$ cat src/rtl/l0ringer_pkg.sv
// Shared types for the L0Ringer event memory: cell word layout, event descriptor
// and the event_writer state encoding.
package l0ringer_pkg;

   localparam int unsigned ETA_W       = 6;
   localparam int unsigned PHI_W       = 6;
   localparam int unsigned LAYER_W     = 3;
   localparam int unsigned ENERGY_W    = 16;
   localparam int unsigned DESC_ADDR_W = 20;

   typedef struct packed {
      logic [ETA_W-1:0]    eta_idx;
      logic [PHI_W-1:0]    phi_idx;
      logic [LAYER_W-1:0]  layer;
      logic [ENERGY_W-1:0] energy;
      logic                spare;
   } cell_t;

   typedef struct packed {
      logic [DESC_ADDR_W-1:0] top;
      logic [DESC_ADDR_W-1:0] bottom;
   } desc_t;

   typedef enum logic [1:0] {
      ST_IDLE,
      ST_WRITE,
      ST_DROP
   } ew_state_t;

endpackage

$ cat src/rtl/event_writer_desc_fifo.sv
// Small synchronous FIFO of event descriptors with a first-word-fall-through head.
module desc_fifo
   import l0ringer_pkg::*;
#(
   parameter int unsigned DEPTH = 4,
   parameter type         T     = desc_t
) (
   input  logic clk,
   input  logic rst_n,
   input  logic push,
   input  T     wdata,
   input  logic pop,
   output T     head,
   output logic full,
   output logic empty
);

   localparam int unsigned PW = $clog2(DEPTH);

   T               slots [DEPTH];
   logic [PW-1:0]  rd_ptr;
   logic [PW-1:0]  wr_ptr;
   logic [PW:0]    count;
   logic           do_push;
   logic           do_pop;

   assign full    = (count == (PW+1)'(DEPTH));
   assign empty   = (count == '0);
   assign do_push = push && !full;
   assign do_pop  = pop && !empty;
   assign head    = slots[rd_ptr];

   always_ff @(posedge clk or negedge rst_n) begin
      if (!rst_n) begin
         rd_ptr <= '0;
         wr_ptr <= '0;
         count  <= '0;
         for (int unsigned i = 0; i < DEPTH; i++) slots[i] <= '0;
      end else begin
         if (do_push) begin
            slots[wr_ptr] <= wdata;
            wr_ptr        <= wr_ptr + PW'(1);
         end
         if (do_pop) rd_ptr <= rd_ptr + PW'(1);
         count <= count + (PW+1)'(do_push) - (PW+1)'(do_pop);
      end
   end

endmodule

$ cat src/rtl/event_writer.sv
// Write side of the L0Ringer event memory: stores cell streams in a circular RAM
// and publishes one (top, bottom) descriptor per complete event.
module event_writer
   import l0ringer_pkg::*;
#(
   parameter int unsigned memory_addr_length = 20,
   parameter int unsigned num_layers         = 8,
   parameter int unsigned energy_width       = 16,
   parameter int unsigned desc_depth         = 4
) (
   input  logic                          clk,
   input  logic                          rst_n,
   input  logic                          cell_valid,
   output logic                          cell_ready,
   input  logic                          cell_last,
   input  logic [31:0]                   cell_data,
   output logic                          mem_we,
   output logic [memory_addr_length-1:0] mem_addr,
   output logic [31:0]                   mem_wdata,
   output logic [memory_addr_length-1:0] top_addr,
   output logic [memory_addr_length-1:0] bottom_addr,
   output logic                          event_valid,
   input  logic                          event_done,
   output logic                          event_overflow
);

   localparam int unsigned AW = memory_addr_length;
   localparam logic [AW:0]           OCC_FULL    = {1'b1, {AW{1'b0}}};
   localparam logic [AW-1:0]         LEN_LIMIT   = {{(AW-1){1'b1}}, 1'b0};
   localparam logic [LAYER_W-1:0]    LAYER_MASK  = LAYER_W'((1 << $clog2(num_layers)) - 1);
   localparam logic [ENERGY_W-1:0]   ENERGY_MASK = ENERGY_W'((64'd1 << energy_width) - 1);

   typedef struct packed {
      logic [AW-1:0] top;
      logic [AW-1:0] bottom;
   } ew_desc_t;

   ew_state_t     state;
   ew_state_t     state_next;
   logic          run;
   logic [AW-1:0] wr_ptr;
   logic [AW-1:0] ev_start;
   logic [AW-1:0] ev_len;
   logic [AW:0]   occupancy;
   logic          mem_full;
   logic          desc_full;
   logic          desc_empty;
   logic          accept;
   logic          do_write;
   logic          do_push;
   logic          do_ovf;
   logic          release_ev;
   ew_desc_t      push_desc;
   ew_desc_t      head;
   logic [AW-1:0] span;
   logic [AW:0]   occ_add;
   logic [AW:0]   occ_rel;
   logic [AW:0]   occ_drop;

   function automatic cell_t scrub(input cell_t c);
      cell_t r;
      r        = c;
      r.layer  = c.layer & LAYER_MASK;
      r.energy = c.energy & ENERGY_MASK;
      return r;
   endfunction

   assign mem_full   = (occupancy == OCC_FULL);
   // run holds ready low until the first clock after reset release
   assign cell_ready = run && ((state == ST_DROP) || (!mem_full && !desc_full));
   assign accept     = cell_valid && cell_ready;

   always_ff @(posedge clk or negedge rst_n) begin
      if (!rst_n) state <= ST_IDLE;
      else        state <= state_next;
   end

   always_comb begin
      state_next = state;
      case (state)
         ST_IDLE:  if (accept && !cell_last) state_next = ST_WRITE;
         ST_WRITE: if (accept) begin
            if (cell_last)                 state_next = ST_IDLE;
            else if (ev_len == LEN_LIMIT)  state_next = ST_DROP;
         end
         ST_DROP:  if (accept && cell_last) state_next = ST_IDLE;
         default:  state_next = ST_IDLE;
      endcase
   end

   always_comb begin
      do_write  = 1'b0;
      do_push   = 1'b0;
      do_ovf    = 1'b0;
      push_desc = '{top: wr_ptr, bottom: wr_ptr};
      case (state)
         ST_IDLE: if (accept) begin
            do_write = 1'b1;
            do_push  = cell_last;
         end
         ST_WRITE: if (accept) begin
            if (cell_last) begin
               do_write      = 1'b1;
               do_push       = 1'b1;
               push_desc.top = ev_start;
            end else if (ev_len == LEN_LIMIT) begin
               do_ovf = 1'b1;
            end else begin
               do_write = 1'b1;
            end
         end
         default: ;
      endcase
   end

   assign release_ev = event_done && !desc_empty;
   assign span       = head.bottom - head.top + AW'(1);
   assign occ_add    = {{AW{1'b0}}, do_write};
   assign occ_rel    = release_ev ? {1'b0, span} : '0;
   assign occ_drop   = do_ovf ? {1'b0, ev_len} : '0;

   always_ff @(posedge clk or negedge rst_n) begin
      if (!rst_n) begin
         run            <= 1'b0;
         wr_ptr         <= '0;
         ev_start       <= '0;
         ev_len         <= '0;
         occupancy      <= '0;
         mem_we         <= 1'b0;
         mem_addr       <= '0;
         mem_wdata      <= '0;
         event_overflow <= 1'b0;
      end else begin
         run            <= 1'b1;
         mem_we         <= do_write;
         event_overflow <= do_ovf;
         if (do_write) begin
            mem_addr  <= wr_ptr;
            mem_wdata <= scrub(cell_data);
            wr_ptr    <= wr_ptr + AW'(1);
         end
         // a dropped event hands its words back and rewinds to its first address
         if (do_ovf) wr_ptr <= ev_start;
         if (accept && state == ST_IDLE) begin
            ev_start <= wr_ptr;
            ev_len   <= AW'(1);
         end else if (do_write) begin
            ev_len <= ev_len + AW'(1);
         end
         occupancy <= occupancy + occ_add - occ_rel - occ_drop;
      end
   end

   desc_fifo #(
      .DEPTH (desc_depth),
      .T     (ew_desc_t)
   ) u_desc_fifo (
      .clk   (clk),
      .rst_n (rst_n),
      .push  (do_push),
      .wdata (push_desc),
      .pop   (release_ev),
      .head  (head),
      .full  (desc_full),
      .empty (desc_empty)
   );

   assign event_valid = !desc_empty;
   assign top_addr    = event_valid ? head.top : '0;
   assign bottom_addr = event_valid ? head.bottom : '0;

endmodule
$ cat config.mk
export PLATFORM = sky130hd
export DESIGN_NAME = event_writer
export DESIGN_NICKNAME = d
export VERILOG_FILES = /design/src/rtl/l0ringer_pkg.sv /design/src/rtl/event_writer_desc_fifo.sv /design/src/rtl/event_writer.sv
export SDC_FILE = /design/constraint.sdc
export NUM_CORES = 1
export LEC_CHECK = 0
export ABC_CLOCK_PERIOD_IN_PS = 10900
export BUFFER_PORTS_ARGS = -buffer_cell sky130_fd_sc_hd__buf_2
export CORE_MARGIN = 2
export CORE_UTILIZATION = 65
export CTS_CLUSTER_SIZE = 25
export DETAILED_ROUTE_END_ITERATION = 12
export PLACE_DENSITY_LB_ADDON = 0.3
export SYNTH_ARGS = -nofsm -noshare
export SYNTH_HDL_FRONTEND = slang
export SYNTH_HIERARCHICAL = 1
export SYNTH_SLANG_ARGS = --single-unit
$ cat constraint.sdc
create_clock -name clk -period 10.9 [get_ports clk]
set_input_delay 0.545 -clock clk [delete_from_list [all_inputs] [get_ports clk]]
set_output_delay 0.545 -clock clk [all_outputs]
set_load 0.01 [all_outputs]
# Word level (Yosys, flattened, before mapping)
# Cells that the tools add are included.
word_totals:
  reg_bits: 305
  latch_bits: 0
  ram_bits: 0
  mem_bits_ro: 0
  inputBits: 37
  memories: 0
classes:
  n_addsub: 11
  n_mul: 0
  n_div: 0
  order_cmp: 3
  eq_ne: 9
  shifts: 0
  muxes: 36
  n_bitwise: 2
  reduce_logical: 20
ops:
  columns: ["cell", "count"]
  rows:
  - ["2-to-1 mux 20 bit", 11]
  - ["bitwise mux 160 bit", 1]
  - ["2-to-1 mux 40 bit", 3]
  - ["binary-select mux 40 bit (select 2 bit)", 1]
  - ["demux 40 bit (select 2 bit)", 1]
  - ["adder 20 x 1 -> 20 bit, second input constant", 3]
  - ["subtractor 21 x 20 -> 21 bit", 2]
  - ["adder 21 x 1 -> 21 bit", 1]
  - ["== test 21 bit, second input constant", 1]
  - ["== test 20 bit, second input constant", 1]
  - ["subtractor 20 bit", 1]
  - ["2-to-1 mux 1 bit", 11]
  - ["logical AND 1 bit", 10]
  - ["2-to-1 mux 2 bit", 5]
  - ["greater-or-equal comparator 3 bit, second input constant", 2]
  - ["inverter 2 -> 3 bit", 2]
  - ["one-hot mux 2 bit (3 select lines)", 1]
  - ["adder 2 x 1 -> 2 bit, second input constant", 2]
  - ["zero test 1 bit", 4]
  - ["!= test 2 bit, second input constant", 2]
  - ["one-hot mux 1 bit (2 select lines)", 2]
  - ["AND reduction 4 bit", 1]
  - ["nonzero test 2 bit", 2]
  - ["adder 3 x 1 -> 3 bit", 1]
  - ["other kinds (10)", 10]

# Logic depth before layout (Yosys ltp)
depth:
  word_depth: 11
  ltp_mapped: 23
  depth_no_buf: 21

# Hierarchy
# The synthesis kept the hierarchy.
modules_own_cells:
  columns: ["module", "instances", "cells_each", "area_per_inst_um2", "seq_area_each_um2"]
  rows:
  - ["desc_fifo", 1, 1031, 11443.5, 4179.0]
  - ["event_writer", 1, 975, 9394.0, 3453.3]

# Least setup slack after synthesis
# Ideal clock, no wire load.
synth_path:
  path_type: "register to register"
  startpoint: "reg u_desc_fifo.rd_ptr[0]"
  endpoint: "reg occupancy[20]"
  setup_time_ns: 0.069
  arrival_time_ns: 5.498
  required_ns: 10.831
  path_slack_ns: 5.333
  stages_incl_launch_ff: 21
  path_buffers: 2
  synth_period_minus_slack_ns: 5.567
  cell_sequence: "dfrtp_1 > buf_4 > buf_6 > mux4_2 > ha_1 > ha_1 > a2111oi_0 > o21ai_0 > o21ai_0 > xor2_1 > nor2_1 > fa_1 > inv_1 > ha_1 > ha_1 > o21ai_0 > a221oi_1 > a211oi_1 > o31ai_1 > or4_1 > nand3_1"
synth_rtl:
  columns: ["element", "line", "source"]
  rows:
  - ["from (decl)", "event_writer_desc_fifo.sv:21", "logic [PW-1:0] rd_ptr;"]
  - ["from (signal assigned)", "event_writer_desc_fifo.sv:44", "if (do_pop) rd_ptr <= rd_ptr + PW'(1);"]
  - ["to (signal assigned)", "event_writer.sv:150", "occupancy <= occupancy + occ_add - occ_rel - occ_drop;"]
  - ["to (decl)", "event_writer.sv:44", "logic [AW:0] occupancy;"]

==> qor.yml <==
status: "complete, no violations"
antenna_left: 0
critPathArrivalTime_ns: 7.61
fp-row-count: 65
place_hpwl_um: 33800
tightestPinTransition_ns: 1.27
ctsResizeCount: 0
whs_ns: 0.0415
post_cts_buffers: 0
cts_tree: "yes"
synth_seq_area_share_pct: 36.6
syn-num-nets: 2151
drt_iter0_drc: 1881
clock.fmax_mhz: 139
syn_inst: 2006
synth-main-ff-cell: "dfrtp_1"
finalSetupTns_ns: 0
antenna_found_initial: 1
htreeDepth: 2
core_um2: 31600
synth_edf_count: 0
fin_crit_sh_pct: 66.1
syn_to_final_growth_pct: 8.12
cts_buffer_depth: 3
maxSlewViolCount: 0
die_area_um2: 33500
gp_congestion: 0.966
clkSinkCount: 305
drcViolationCount: 0
synthArstFlopShare_pct: 100
die_w_um: 183
die_h_um: 183
layout-drive-gt1-share_pct: 25.2
crit_fanout: 22
drt-wirelength-per-cell_um: 22.4
synth_cell_type_count: 69
synthXorXnorAreaFrac_pct: 1.77
grt_pass1_wl_um: 87800
synth_compound_area_share_pct: 19.4
cap_violations: 0
vias_per_cell: 6.88
io_buffers: 132
setup_viol_count_final: 0
yosysWarnings: 6
required_ns: 11.30
grt_pass1_vias: 16018
clk_pin_slew_ns: 0.06
synthMuxAreaShare_pct: 8.81
grt_max_degree: 145
skew_ns: 0.0199
end_kind: "flop"
gr-usage-all-layers_pct: 32.4
worst_slack_ns: 3.69
hold_violations: 0
ioPinCount: 133
rsz0062_at_grt: "no"
synth_top_family_by_area: "simple AND/OR/NAND/NOR gates"
initial_utilization_pct: 66.0
hold_buffers: 0
routed_wl_um: 54300
synthAdderAreaFrac_pct: 7.31
crit_type: "reg2reg"
drt_first_pass_iters: 5
worst_setup_path_start_kind: "flop"
clockRootBuffer: "clkbuf_16"
clkLatencyLatePin_ns: 0.53
syn_area_per_cell_um2: 10.4
overflow: 0
dp_slack_ns: 3.78
numCtsBuffers: 35
hp-class: "in2async"
syn_area_um2: 20800
synth-simple-area-share_pct: 20.2
route.vias.total: 16694
synth_seq_cells: 305
max_slew_margin_pct: 14.3
nNetsFinal: 2146
period_minus_slack_ns: 7.21
[cells in the mapped netlist, types with 3 or more instances]
library cell	count	area [µm²]
and4_1	5	43.8
nor4_1	3	18.8
and2_1	9	56.3
dfrtp_1	305	7630
nand4bb_1	162	1820
nor2b_1	23	144
o2111ai_1	4	35.0
clkbuf_1	110	413
a2bb2oi_1	10	87.6
nand2b_1	7	43.8
buf_6	7	78.8
or3_1	11	68.8
a2111oi_0	3	26.3
nor3_1	14	70.1
nand4_1	9	56.3
nand3_1	184	921
o21a_1	6	45.0
o21bai_1	4	30.0
nor2_1	50	188
or4_1	18	135
nand2_1	115	432
a21o_1	11	82.6
mux4_2	40	901
ha_1	85	1060
o211ai_1	176	1320
buf_1	6	22.5
a21bo_2	160	1600
o22ai_1	6	37.5
mux2_2	68	766
a21oi_1	45	225
a21oi_2	9	78.8
or2_2	4	25.0
fa_1	23	460
o21ai_0	38	190
xnor2_1	24	210
mux2i_1	17	170
buf_4	5	37.5
buf_2	68	340
xor2_1	18	158
and3_1	10	62.6
a211oi_1	8	60.1
a31oi_1	5	31.3
o31ai_1	5	37.5
inv_1	85	319
[state kept, by name, indices dropped and copies added (netlist names)]
signal,flops
ev_start,20
ev_len,20
mem_addr,20
u_desc_fifo/slots,160
mem_wdata,32
occupancy,21
u_desc_fifo/count,3
run,1
mem_we,1
u_desc_fifo/rd_ptr,2
u_desc_fifo/wr_ptr,2
event_overflow,1
wr_ptr,20
state,2
[worst max-delay path, cell delays in order, from the launching register on]
cell and delay (ns):
dfrtp_2 0.86, buf_4 0.56, mux4_2 0.59, ha_1 0.31
ha_1 0.36, a2111oi_0 0.79, o21ai_0 0.30, o21ai_0 0.18
xor2_1 0.17, nor2_1 0.08, fa_1 0.51, inv_1 0.04
ha_1 0.28, ha_1 0.31, o21ai_0 0.16, a221oi_1 0.39
a211oi_1 0.19, o31ai_1 0.67, or4_1 0.22, nand3_1 0.07
[final cells by class]
class	instances	area [µm²]
timing repair buffer	156	863
inverter	85	319
tap	402	503
multi-input combinational	1418	12000
antenna	1	2.50
clock buffer	50	1010
sequential	305	7650
clock inverter	10	165
fill	2287	9020
[through the flow]
stage / utilization, % / cell area, µm² / cells
2_1_floorplan: - / 20800 / 2006
3_3_place_gp: 67.7 / 21300 / 2366
3_5_place_dp: 67.7 / 21300 / 2366
4_1_cts: 71.4 / 22500 / 2426
5_1_grt: 71.4 / 22500 / 2426
6_report: 71.4 / 22500 / 2427
[layer usage]
layer | vias up | global-route usage (%) | routed length (µm)
li1 | 7490 | - | -
met1 | 8312 | 47.3 | 23100
met2 | 801 | 49.2 | 24800
met3 | 91 | 6.69 | 4980
met4 | 0 | 9.73 | 1380
met5 | - | 0 | 0
[layout by cell type, fill, tap and decap left out, types with 11 or more instances in the layout]
cell type,count
xnor2_1,24
dfrtp_1,300
a21bo_2,160
fa_1,23
xor2_1,18
nor3_1,13
nand4bb_1,162
nor2b_1,23
ha_1,81
mux2i_1,17
buf_4,23
o211ai_1,176
nand3_1,184
inv_1,85
mux4_2,40
nand2_1,115
or4_1,18
clkbuf_16,36
a21oi_1,45
mux2_2,68
nor2_1,49
or3_1,11
o21ai_0,38
a21o_1,11
buf_2,131
[final timing paths]
path | startpoint | end | slack, ns | cells after the start
setup / recovery | u_desc_fifo/rd_ptr[0]$_DFFE_PN0P_ | occupancy[20]$_DFF_PN0_ | 3.69 | 19
hold reg to reg | ev_len[2]$_DFFE_PN0P_ | ev_len[2]$_DFFE_PN0P_ | 0.50 | 1
min in group clk | cell_data[14] | mem_wdata[14]$_DFFE_PN0P_ | 0.25 | 2
hold / removal | rst_n | occupancy[0]$_DFF_PN0_ | 0.04 | 1
max in group asynchronous | rst_n | occupancy[16]$_DFF_PN0_ | 8.87 | 3
setup reg to reg | u_desc_fifo/rd_ptr[0]$_DFFE_PN0P_ | occupancy[20]$_DFF_PN0_ | 3.69 | 19
[kinds of logic (layout without fill, tap and decap cells)]
kind of cell,count (synthesis),count (layout)
XOR/XNOR,42,42
buffers and inverters,283,301
adder cells (fa/ha/maj),108,108
other,1,2
AND/OR/NAND/NOR,635,635
multiplexers,125,125
flip-flops,305,305
AO/OA/AOI/OAI,507,507
Power is not shown: default switching activity piles up to over one toggle a cycle in this logic, so the estimate is an artifact.
